$ cat config.mk
export PLATFORM = sky130hd
export DESIGN_NAME = rx
export DESIGN_NICKNAME = d
export VERILOG_FILES = /design/src/rtl/rx.sv
export SDC_FILE = /design/constraint.sdc
export NUM_CORES = 1
export LEC_CHECK = 0
export CAP_MARGIN = 20
export CORE_ASPECT_RATIO = 0.6
export CORE_MARGIN = 4
export CORE_UTILIZATION = 40
export DETAILED_ROUTE_END_ITERATION = 16
export HOLD_SLACK_MARGIN = 0.05
export PLACE_DENSITY = 0.61
export SYNTH_ARGS = -nofsm -noshare
export SYNTH_HDL_FRONTEND = slang
export SYNTH_SLANG_ARGS = --single-unit
$ cat constraint.sdc
create_clock -name clk -period 2.75 [get_ports clk]
set_input_delay 0.6875 -clock clk [delete_from_list [all_inputs] [get_ports clk]]
set_output_delay 0.6875 -clock clk [all_outputs]
set_load 0.01 [all_outputs]
$ cat src/rtl/rx.sv
`default_nettype none
// ============================================================================
// Module   : rx
// Brief    : Asynchronous UART receiver. 1 start, 8 data (LSB first),
//            1 parity, 1 stop bit. Mid-bit sampling, one-cycle data strobe
//            with parity and framing status.
// Revision : 1.0 - initial release
// ============================================================================
module rx #(
    parameter int CLK_FREQ    = 100000000,
    parameter int BAUD_RATE   = 19200,
    parameter int PARITY_MODE = 1
) (
    input  logic       clk,
    input  logic       rst_n,
    input  logic       rx_in,
    output logic [7:0] dout,
    output logic       data_strobe,
    output logic       parity_error,
    output logic       frame_error,
    output logic       busy
);

    localparam int c_timer_max_int = CLK_FREQ / BAUD_RATE;
    localparam int c_tw            = $clog2(c_timer_max_int + 1);
    localparam logic [c_tw-1:0] c_timer_max  = c_tw'(c_timer_max_int);
    localparam logic [c_tw-1:0] c_timer_half = c_tw'(c_timer_max_int / 2);

    typedef enum logic [2:0] {
        S_IDLE   = 3'd0,
        S_START  = 3'd1,
        S_DATA   = 3'd2,
        S_PARITY = 3'd3,
        S_STOP   = 3'd4
    } state_t;

    logic            s1_q, s2_q, prev_q;
    state_t          state_q, state_d;
    logic [c_tw-1:0] timer_q, timer_d;
    logic [2:0]      bit_q, bit_d;
    logic [7:0]      shift_q, shift_d;
    logic            par_q, par_d;
    logic [7:0]      dout_q, dout_d;
    logic            strobe_q, strobe_d;
    logic            perr_q, perr_d;
    logic            ferr_q, ferr_d;

    logic            w_at_max;
    logic            w_at_half;
    logic            w_par_exp;

    assign w_at_max  = (timer_q == c_timer_max);
    assign w_at_half = (timer_q == c_timer_half);
    // Parity the transmitter would have generated for the assembled byte
    assign w_par_exp = (PARITY_MODE == 1) ? ~^shift_q : ^shift_q;

    // Two-flop synchronizer plus previous-value flop for falling-edge detect
    always_ff @(posedge clk) begin
        if (!rst_n) begin
            s1_q   <= 1'b1;
            s2_q   <= 1'b1;
            prev_q <= 1'b1;
        end else begin
            s1_q   <= rx_in;
            s2_q   <= s1_q;
            prev_q <= s2_q;
        end
    end

    // State and datapath registers
    always_ff @(posedge clk) begin
        if (!rst_n) begin
            state_q  <= S_IDLE;
            timer_q  <= '0;
            bit_q    <= 3'd0;
            shift_q  <= 8'h00;
            par_q    <= 1'b0;
            dout_q   <= 8'h00;
            strobe_q <= 1'b0;
            perr_q   <= 1'b0;
            ferr_q   <= 1'b0;
        end else begin
            state_q  <= state_d;
            timer_q  <= timer_d;
            bit_q    <= bit_d;
            shift_q  <= shift_d;
            par_q    <= par_d;
            dout_q   <= dout_d;
            strobe_q <= strobe_d;
            perr_q   <= perr_d;
            ferr_q   <= ferr_d;
        end
    end

    // Next-state, baud timer, bit sampling and result capture
    always_comb begin
        state_d  = state_q;
        timer_d  = w_at_max ? '0 : timer_q + 1'b1;
        bit_d    = bit_q;
        shift_d  = shift_q;
        par_d    = par_q;
        dout_d   = dout_q;
        strobe_d = 1'b0;
        perr_d   = perr_q;
        ferr_d   = ferr_q;

        case (state_q)
            S_IDLE: begin
                // Timer held at zero so START always begins from a fresh count
                timer_d = '0;
                if (!s2_q && prev_q) begin
                    state_d = S_START;
                end
            end
            S_START: begin
                if (w_at_half) begin
                    if (!s2_q) begin
                        state_d = S_DATA;
                        timer_d = '0;
                        bit_d   = 3'd0;
                    end else begin
                        state_d = S_IDLE;
                    end
                end
            end
            S_DATA: begin
                if (w_at_max) begin
                    shift_d[bit_q] = s2_q;
                    bit_d          = bit_q + 3'd1;
                    if (bit_q == 3'd7) begin
                        state_d = S_PARITY;
                    end
                end
            end
            S_PARITY: begin
                if (w_at_max) begin
                    par_d   = s2_q;
                    state_d = S_STOP;
                end
            end
            S_STOP: begin
                if (w_at_max) begin
                    state_d  = S_IDLE;
                    dout_d   = shift_q;
                    perr_d   = (par_q != w_par_exp);
                    ferr_d   = ~s2_q;
                    strobe_d = 1'b1;
                end
            end
            default: begin
                state_d = S_IDLE;
            end
        endcase
    end

    assign dout         = dout_q;
    assign data_strobe  = strobe_q;
    assign parity_error = perr_q;
    assign frame_error  = ferr_q;
    assign busy         = (state_q != S_IDLE);

endmodule
`default_nettype wire

==> impl_metrics.env, run 1 <==
export IMPL_syn_inst=229
export IMPL_crit_slowest_cell="clkdlybuf4s50_1"
export IMPL_cpPeakStageDelay_ps=510
export IMPL_cts_root_buffer="clkbuf_8"
export IMPL_crit_required_ps=2060
export IMPL_power_density_nw_per_um2=510
export IMPL_die_w_um=99.8
export IMPL_grt_max_degree=18
export IMPL_drc_errors=0
export IMPL_grt_total_usage_pct=14.6
export IMPL_timing_final_crit_share_pct=85.0
export IMPL_rr_worst_depth=7
export IMPL_firstDrtPassIters=4
export IMPL_cts_resized_gates=0
export IMPL_clockBufferDepth=2
export IMPL_swShare_pct=22.4
export IMPL_htree_num_levels=2
export IMPL_netlist_area_um2=2020
export IMPL_io_pins=15
export IMPL_async_flop_share_pct=0
export IMPL_die_h_um=63.1
export IMPL_drv_cap=0
export IMPL_hp_start="s1_q"
export IMPL_routed_via_count=1628
export IMPL_r2r_setup_slack_ps=720
export IMPL_cellInternalPower_mw=0.913
export IMPL_worst_slew_pin_slew_ps=771
export IMPL_clock_skew_ps=8.79
export IMPL_holdPathStages=1
export IMPL_finalHoldViolCount=0
export IMPL_worst_setup_path_start_kind="flip-flop"
export IMPL_dp_hpwl_um=3120
export IMPL_gp_congestion=0.746
export IMPL_period_needed_ps=2340
export IMPL_viasPerCell=5.32
export IMPL_finalInstanceArea_um2=2310
export IMPL_fmax_ghz=0.428
export IMPL_grt_pass1_vias=1381
export IMPL_cp_data_arrival_time_ps=1650
export IMPL_start_util_pct=42.7
export IMPL_core_um2=4730
export IMPL_area_delta_synth_final_pct=14.1
export IMPL_worst_setup_path_type="reg -> out"
export IMPL_route_detailed_wl_per_inst_um=14.0
export IMPL_rsz0062_at_grt="no"
export IMPL_slew_headroom_pct=48.4
export IMPL_insertion_delay_ps=290
export IMPL_maxSlewViolCount=0
export IMPL_synth_nets=236
export IMPL_seq_area_frac_synth_pct=41.6
export IMPL_crit_reg2reg_launch="timer_q[0]"
export IMPL_syn_avg_cell_area_um2=8.82
export IMPL_antenna_found_initial=0
export IMPL_io_buffers=14
export IMPL_synth_edff_count=0
export IMPL_clkPwrFrac_pct=40.8
export IMPL_path_clk_slew_ps=80
export IMPL_num_antenna_cells=0
export IMPL_hold_path_class="reg -> reg"
export IMPL_overflow=0
export IMPL_cp_end_kind="output port"
export IMPL_synth_main_ff_cell="dfxtp_1"
export IMPL_cts_buffers_inserted=5
export IMPL_ys_types=43
export IMPL_p_comb_share_pct=6.1
export IMPL_holdPathEnd="s2_q"
export IMPL_drive_gt1_share_pct=5.76
export IMPL_regToRegEndpoint="parity_error"
export IMPL_fp_row_count=19
export IMPL_power_leakage_nw=0.819
export IMPL_fin_util_pct=48.7
export IMPL_ctsHoldBuffers=0
export IMPL_synth_seq_cells=42
export IMPL_numClockSinks=42
export IMPL_cts_setup_buffers=0
export IMPL_ir_drop_mv=0.270
export IMPL_grt_pass1_wl_um=7270
export IMPL_cp_max_fo=13
export IMPL_cts_tree="built"
export IMPL_outcome="finished clean"
export IMPL_yosys_warnings=0
export IMPL_setup_viol=0
export IMPL_cp_cell_sequence="or3_1 -> clkdlybuf4s50_1"
export IMPL_dieArea_um2=6290
export IMPL_drtIter0Drc=88
export IMPL_final_net_count=249
export IMPL_setup_tns_ps=0
export IMPL_placed_area_um2=2200
export IMPL_seqPwrFrac_pct=53.1
export IMPL_drtAntennaViolNets=0
export IMPL_p_sw_mw=0.263
export IMPL_wl_um=4280
==> cell type report <==
class | instances | area [um2]
Fill cell | 451 | 2420
Multi-Input combinational cell | 166 | 1080
Sequential cell | 42 | 841
Timing Repair Buffer | 18 | 170
Tap cell | 63 | 78.8
Clock buffer | 7 | 76.3
Inverter | 9 | 33.8
Clock inverter | 1 | 30.0
==> power groups by stage <==
| stage | Clock (mW) | Combinational (mW) | Sequential, mW |
|---|---|---|---|
| 6_report | 0.481 | 0.0717 | 0.624 |
| 4_1_cts | 0.494 | 0.0714 | 0.624 |
| 5_1_grt | 0.527 | 0.0791 | 0.626 |
| 3_5_place_dp | 0 | 0.0708 | 0.638 |
| 3_3_place_gp | 0 | 0.0719 | 0.638 |
| 2_1_floorplan | 0 | 0.0565 | 0.633 |
==> cell usage after synthesis, types with 2 or more instances <==
library cell,instances,share of area [%]
or2_2,2,0.62
nor2b_1,4,1.2
xor2_1,4,1.7
and2_1,2,0.62
nand4b_1,4,1.7
o21ai_0,11,2.7
mux2i_1,8,4.0
xnor2_1,13,5.6
buf_2,2,0.50
clkbuf_1,7,1.3
nor3b_1,2,0.74
nand4_1,9,2.8
nand2_1,17,3.2
nor3_1,5,1.2
ha_1,4,2.5
a311oi_1,3,1.3
nor2_1,19,3.5
a31oi_1,2,0.62
dfxtp_1,42,42
inv_1,8,1.5
o211ai_1,2,0.74
nand2b_1,3,0.93
nand3_1,19,4.7
buf_6,3,1.7
a21oi_1,15,3.7
and4_1,2,0.87
==> per-layer routing <==
layer	vias to the layer above	track usage (%)	share of wire, %
met2	37	15.4	33
met1	743	25.7	61
li1	844	-	-
met3	4	4.52	5.6
met4	0	3.07	0.89
met5	-	0	0
==> worst max path at each step <==
| stage | to | slack [ps] | depth (start not counted) | from |
|---|---|---|---|---|
| 2_1_floorplan | timer_q[10] | 1060 | 8 | timer_q[0] |
| 3_3_place_gp | busy | 740 | 2 | state_q[1] |
| 3_5_place_dp | parity_error | 710 | 7 | timer_q[0] |
| 4_1_cts | busy | 410 | 2 | state_q[1] |
| 5_1_grt | busy | 350 | 2 | state_q[1] |
| 6_report | busy | 410 | 2 | state_q[1] |
==> cell families after synthesis <==
group	after synthesis	synth area share, %
multiplexers	8	3.96
XOR/XNOR	18	8.48
AND/OR/NAND/NOR	94	24.8
AO/OA/AOI/OAI	42	13.5
buffers and inverters	21	5.14
flip-flops	42	41.6
adder cells (fa/ha/maj)	4	2.48
==> placed cells by master (no fill, tap or decap), types with 9 or more instances in the layout <==
cell             Yosys  routed
xnor2_1             13      13
nand3_1             19      19
o21ai_0             11      11
clkdlybuf4s50_1      0      14
a21oi_1             15      15
dfxtp_1             42      42
nand2_1             17      17
nand4_1              9       9
nor2_1              19      19
==> registers in the layout, indices dropped and copies added, names as in the netlist, 3 cells and up <==
name and flops:
bit_q 3, dout 8, shift_q 8, state_q 3, timer_q 13
==> through the flow <==
step	worst slack, ps	power [mW]	hold WS (ps)	instances
finish	413	1.18	418	306
detailed placement	714	0.709	402	298
global placement	743	0.710	392	298
CTS	415	1.19	426	306
floorplan	1060	0.689	386	229
global route	348	1.23	447	306
==> worst max-delay path, delay by kind of cell, from the launching register on <==
kind          cells  cell delay (ps)
buf+inv           1              510
flops             1              430
simple gates      1              410
(Power assumes the default switching activity.)
==> inputs of run 2 (changes only) <==
Clock period 2.75 ns to 2.15 ns, I/O delays scaled along.
==> impl_metrics.env, run 2 (synthesized netlist as in run 1, its figures left out) <==
export IMPL_io_buffers=14
export IMPL_core_um2=4730
export IMPL_drtIter0Drc=84
export IMPL_cts_setup_buffers=0
export IMPL_clock_skew_ps=6.29
export IMPL_cts_buffers_inserted=5
export IMPL_firstDrtPassIters=4
export IMPL_power_leakage_nw=0.863
export IMPL_cpPeakStageDelay_ps=490
export IMPL_num_antenna_cells=0
export IMPL_slew_headroom_pct=63.7
export IMPL_swShare_pct=23.6
export IMPL_grt_use_met3_pct=4.96
export IMPL_gr_max_usage_layer="met1"
export IMPL_numClockSinks=42
export IMPL_final_net_count=258
export IMPL_crit_required_ps=1610
export IMPL_drive_gt1_share_pct=9.52
export IMPL_clockBufferDepth=2
export IMPL_hold_path_class="reg -> reg"
export IMPL_die_h_um=63.1
export IMPL_timing_final_crit_share_pct=96.6
export IMPL_setup_viol=0
export IMPL_cp_cell_sequence="or3_1 -> clkdlybuf4s50_1"
export IMPL_cellInternalPower_mw=1.09
export IMPL_die_w_um=99.8
export IMPL_crit_slowest_cell="clkdlybuf4s50_1"
export IMPL_seqPwrFrac_pct=55.6
export IMPL_worst_slew_pin_slew_ps=543
export IMPL_cp_buffers_inverters=1
export IMPL_path_clk_slew_ps=70
export IMPL_setup_tns_ps=0
export IMPL_route_detailed_wl_per_inst_um=14.3
export IMPL_fp_row_count=19
export IMPL_period_needed_ps=2080
export IMPL_grt_max_degree=18
export IMPL_antenna_found_initial=0
export IMPL_dp_hpwl_um=3230
export IMPL_final_common_cell="dfxtp_1"
export IMPL_gp_congestion=0.878
export IMPL_area_delta_synth_final_pct=16.7
export IMPL_clkPwrFrac_pct=36.7
export IMPL_drc_errors=0
export IMPL_drv_cap=0
export IMPL_start_util_pct=42.7
export IMPL_maxSlewViolCount=0
export IMPL_cts_tree="built"
export IMPL_crit_family="buffers and inverters"
export IMPL_cts_root_buffer="clkbuf_8"
export IMPL_cp_data_arrival_time_ps=1540
export IMPL_overflow=0
export IMPL_placedCellCount=307
export IMPL_cp_max_fo=6
export IMPL_insertion_delay_ps=290
export IMPL_ctsHoldBuffers=0
export IMPL_grtUsageMet1_pct=24.8
export IMPL_htree_num_levels=2
export IMPL_routed_via_count=1677
export IMPL_grt_total_usage_pct=15.6
export IMPL_wl_um=4500
export IMPL_fmax_ghz=0.481
export IMPL_mostFrequentLayoutCells="dfxtp_1, nor2_1, nand3_1"
export IMPL_io_pins=15
export IMPL_p_comb_share_pct=7.7
export IMPL_grt_pass1_vias=1520
export IMPL_dieArea_um2=6290
export IMPL_cts_resized_gates=0
export IMPL_worst_setup_path_start_kind="flip-flop"
export IMPL_worst_setup_path_type="reg -> out"
export IMPL_startpoint="state_q[2]"
export IMPL_rsz0062_at_grt="no"
export IMPL_ir_drop_mv=0.283
export IMPL_finalHoldViolCount=0
export IMPL_hp_start="s1_q"
export IMPL_crit_reg2reg_launch="timer_q[0]"
export IMPL_largest_reg_flops=13
export IMPL_fin_util_pct=49.9
export IMPL_outcome="finished clean"
export IMPL_cp_end_kind="output port"
export IMPL_finalInstanceArea_um2=2360
export IMPL_largest_register="timer_q"
export IMPL_p_sw_mw=0.336
export IMPL_viasPerCell=5.32
export IMPL_use_met2_pct=19.1
export IMPL_finalNonFillerCells=315
export IMPL_drtAntennaViolNets=0
export IMPL_placed_area_um2=2270
export IMPL_power_density_nw_per_um2=604
export IMPL_grt_pass1_wl_um=7730
## run 2: changes by cell type in the layout (fill, tap and decap cells not counted), sizes merged
cell,delta
buf,+9
bufinv,-1
clkinv,+1
## run 2: layout make-up
| cell class | instances | area [um2] |
|---|---|---|
| clock inverters | 1 | 5.00 |
| clock buffers | 7 | 86.3 |
| inverters | 9 | 33.8 |
| well taps | 63 | 78.8 |
| repair buffers | 27 | 238 |
| flip-flops and latches | 42 | 841 |
| fillers | 469 | 2370 |
| multi-input cells | 166 | 1080 |
## run 2: final timing paths
check / end / slack, ps / cells past startpoint
setup / recovery: busy / 70 / 2
hold / removal: s2_q / 410 / 1
setup reg to reg: bit_q[0] / 300 / 7
hold reg to reg: s2_q / 410 / 1
## run 2: metal layers
metal	vias up	part of all wire, %
met5	-	0
met4	0	0.73
met3	5	7.8
met2	48	37
met1	764	54
li1	860	-
## run 2: worst register-to-register path: cells and delay by family, from the launching register on
family	cells	cell delay, ps
compound gates	2	340
fa+ha+maj	1	130
buf+inv	2	280
flops	1	360
simple gates	2	620
## run 2: power groups by stage
stage               logic (mW)  registers (mW)  clock network (mW)
floorplan               0.0722           0.809                   0
global placement         0.109           0.810                   0
detailed placement       0.109           0.810                   0
CTS                      0.110           0.792               0.545
global route             0.123           0.793               0.582
finish                   0.110           0.792               0.523
## run 2: through the flow
step           total power, mW  setup WS, ps  hold slack (ps)
4_1_cts                   1.45          45.4              411
3_3_place_gp             0.920           312              389
2_1_floorplan            0.882           460              386
6_report                  1.43          72.5              408
3_5_place_dp             0.920           326              393
5_1_grt                   1.50          12.9              453
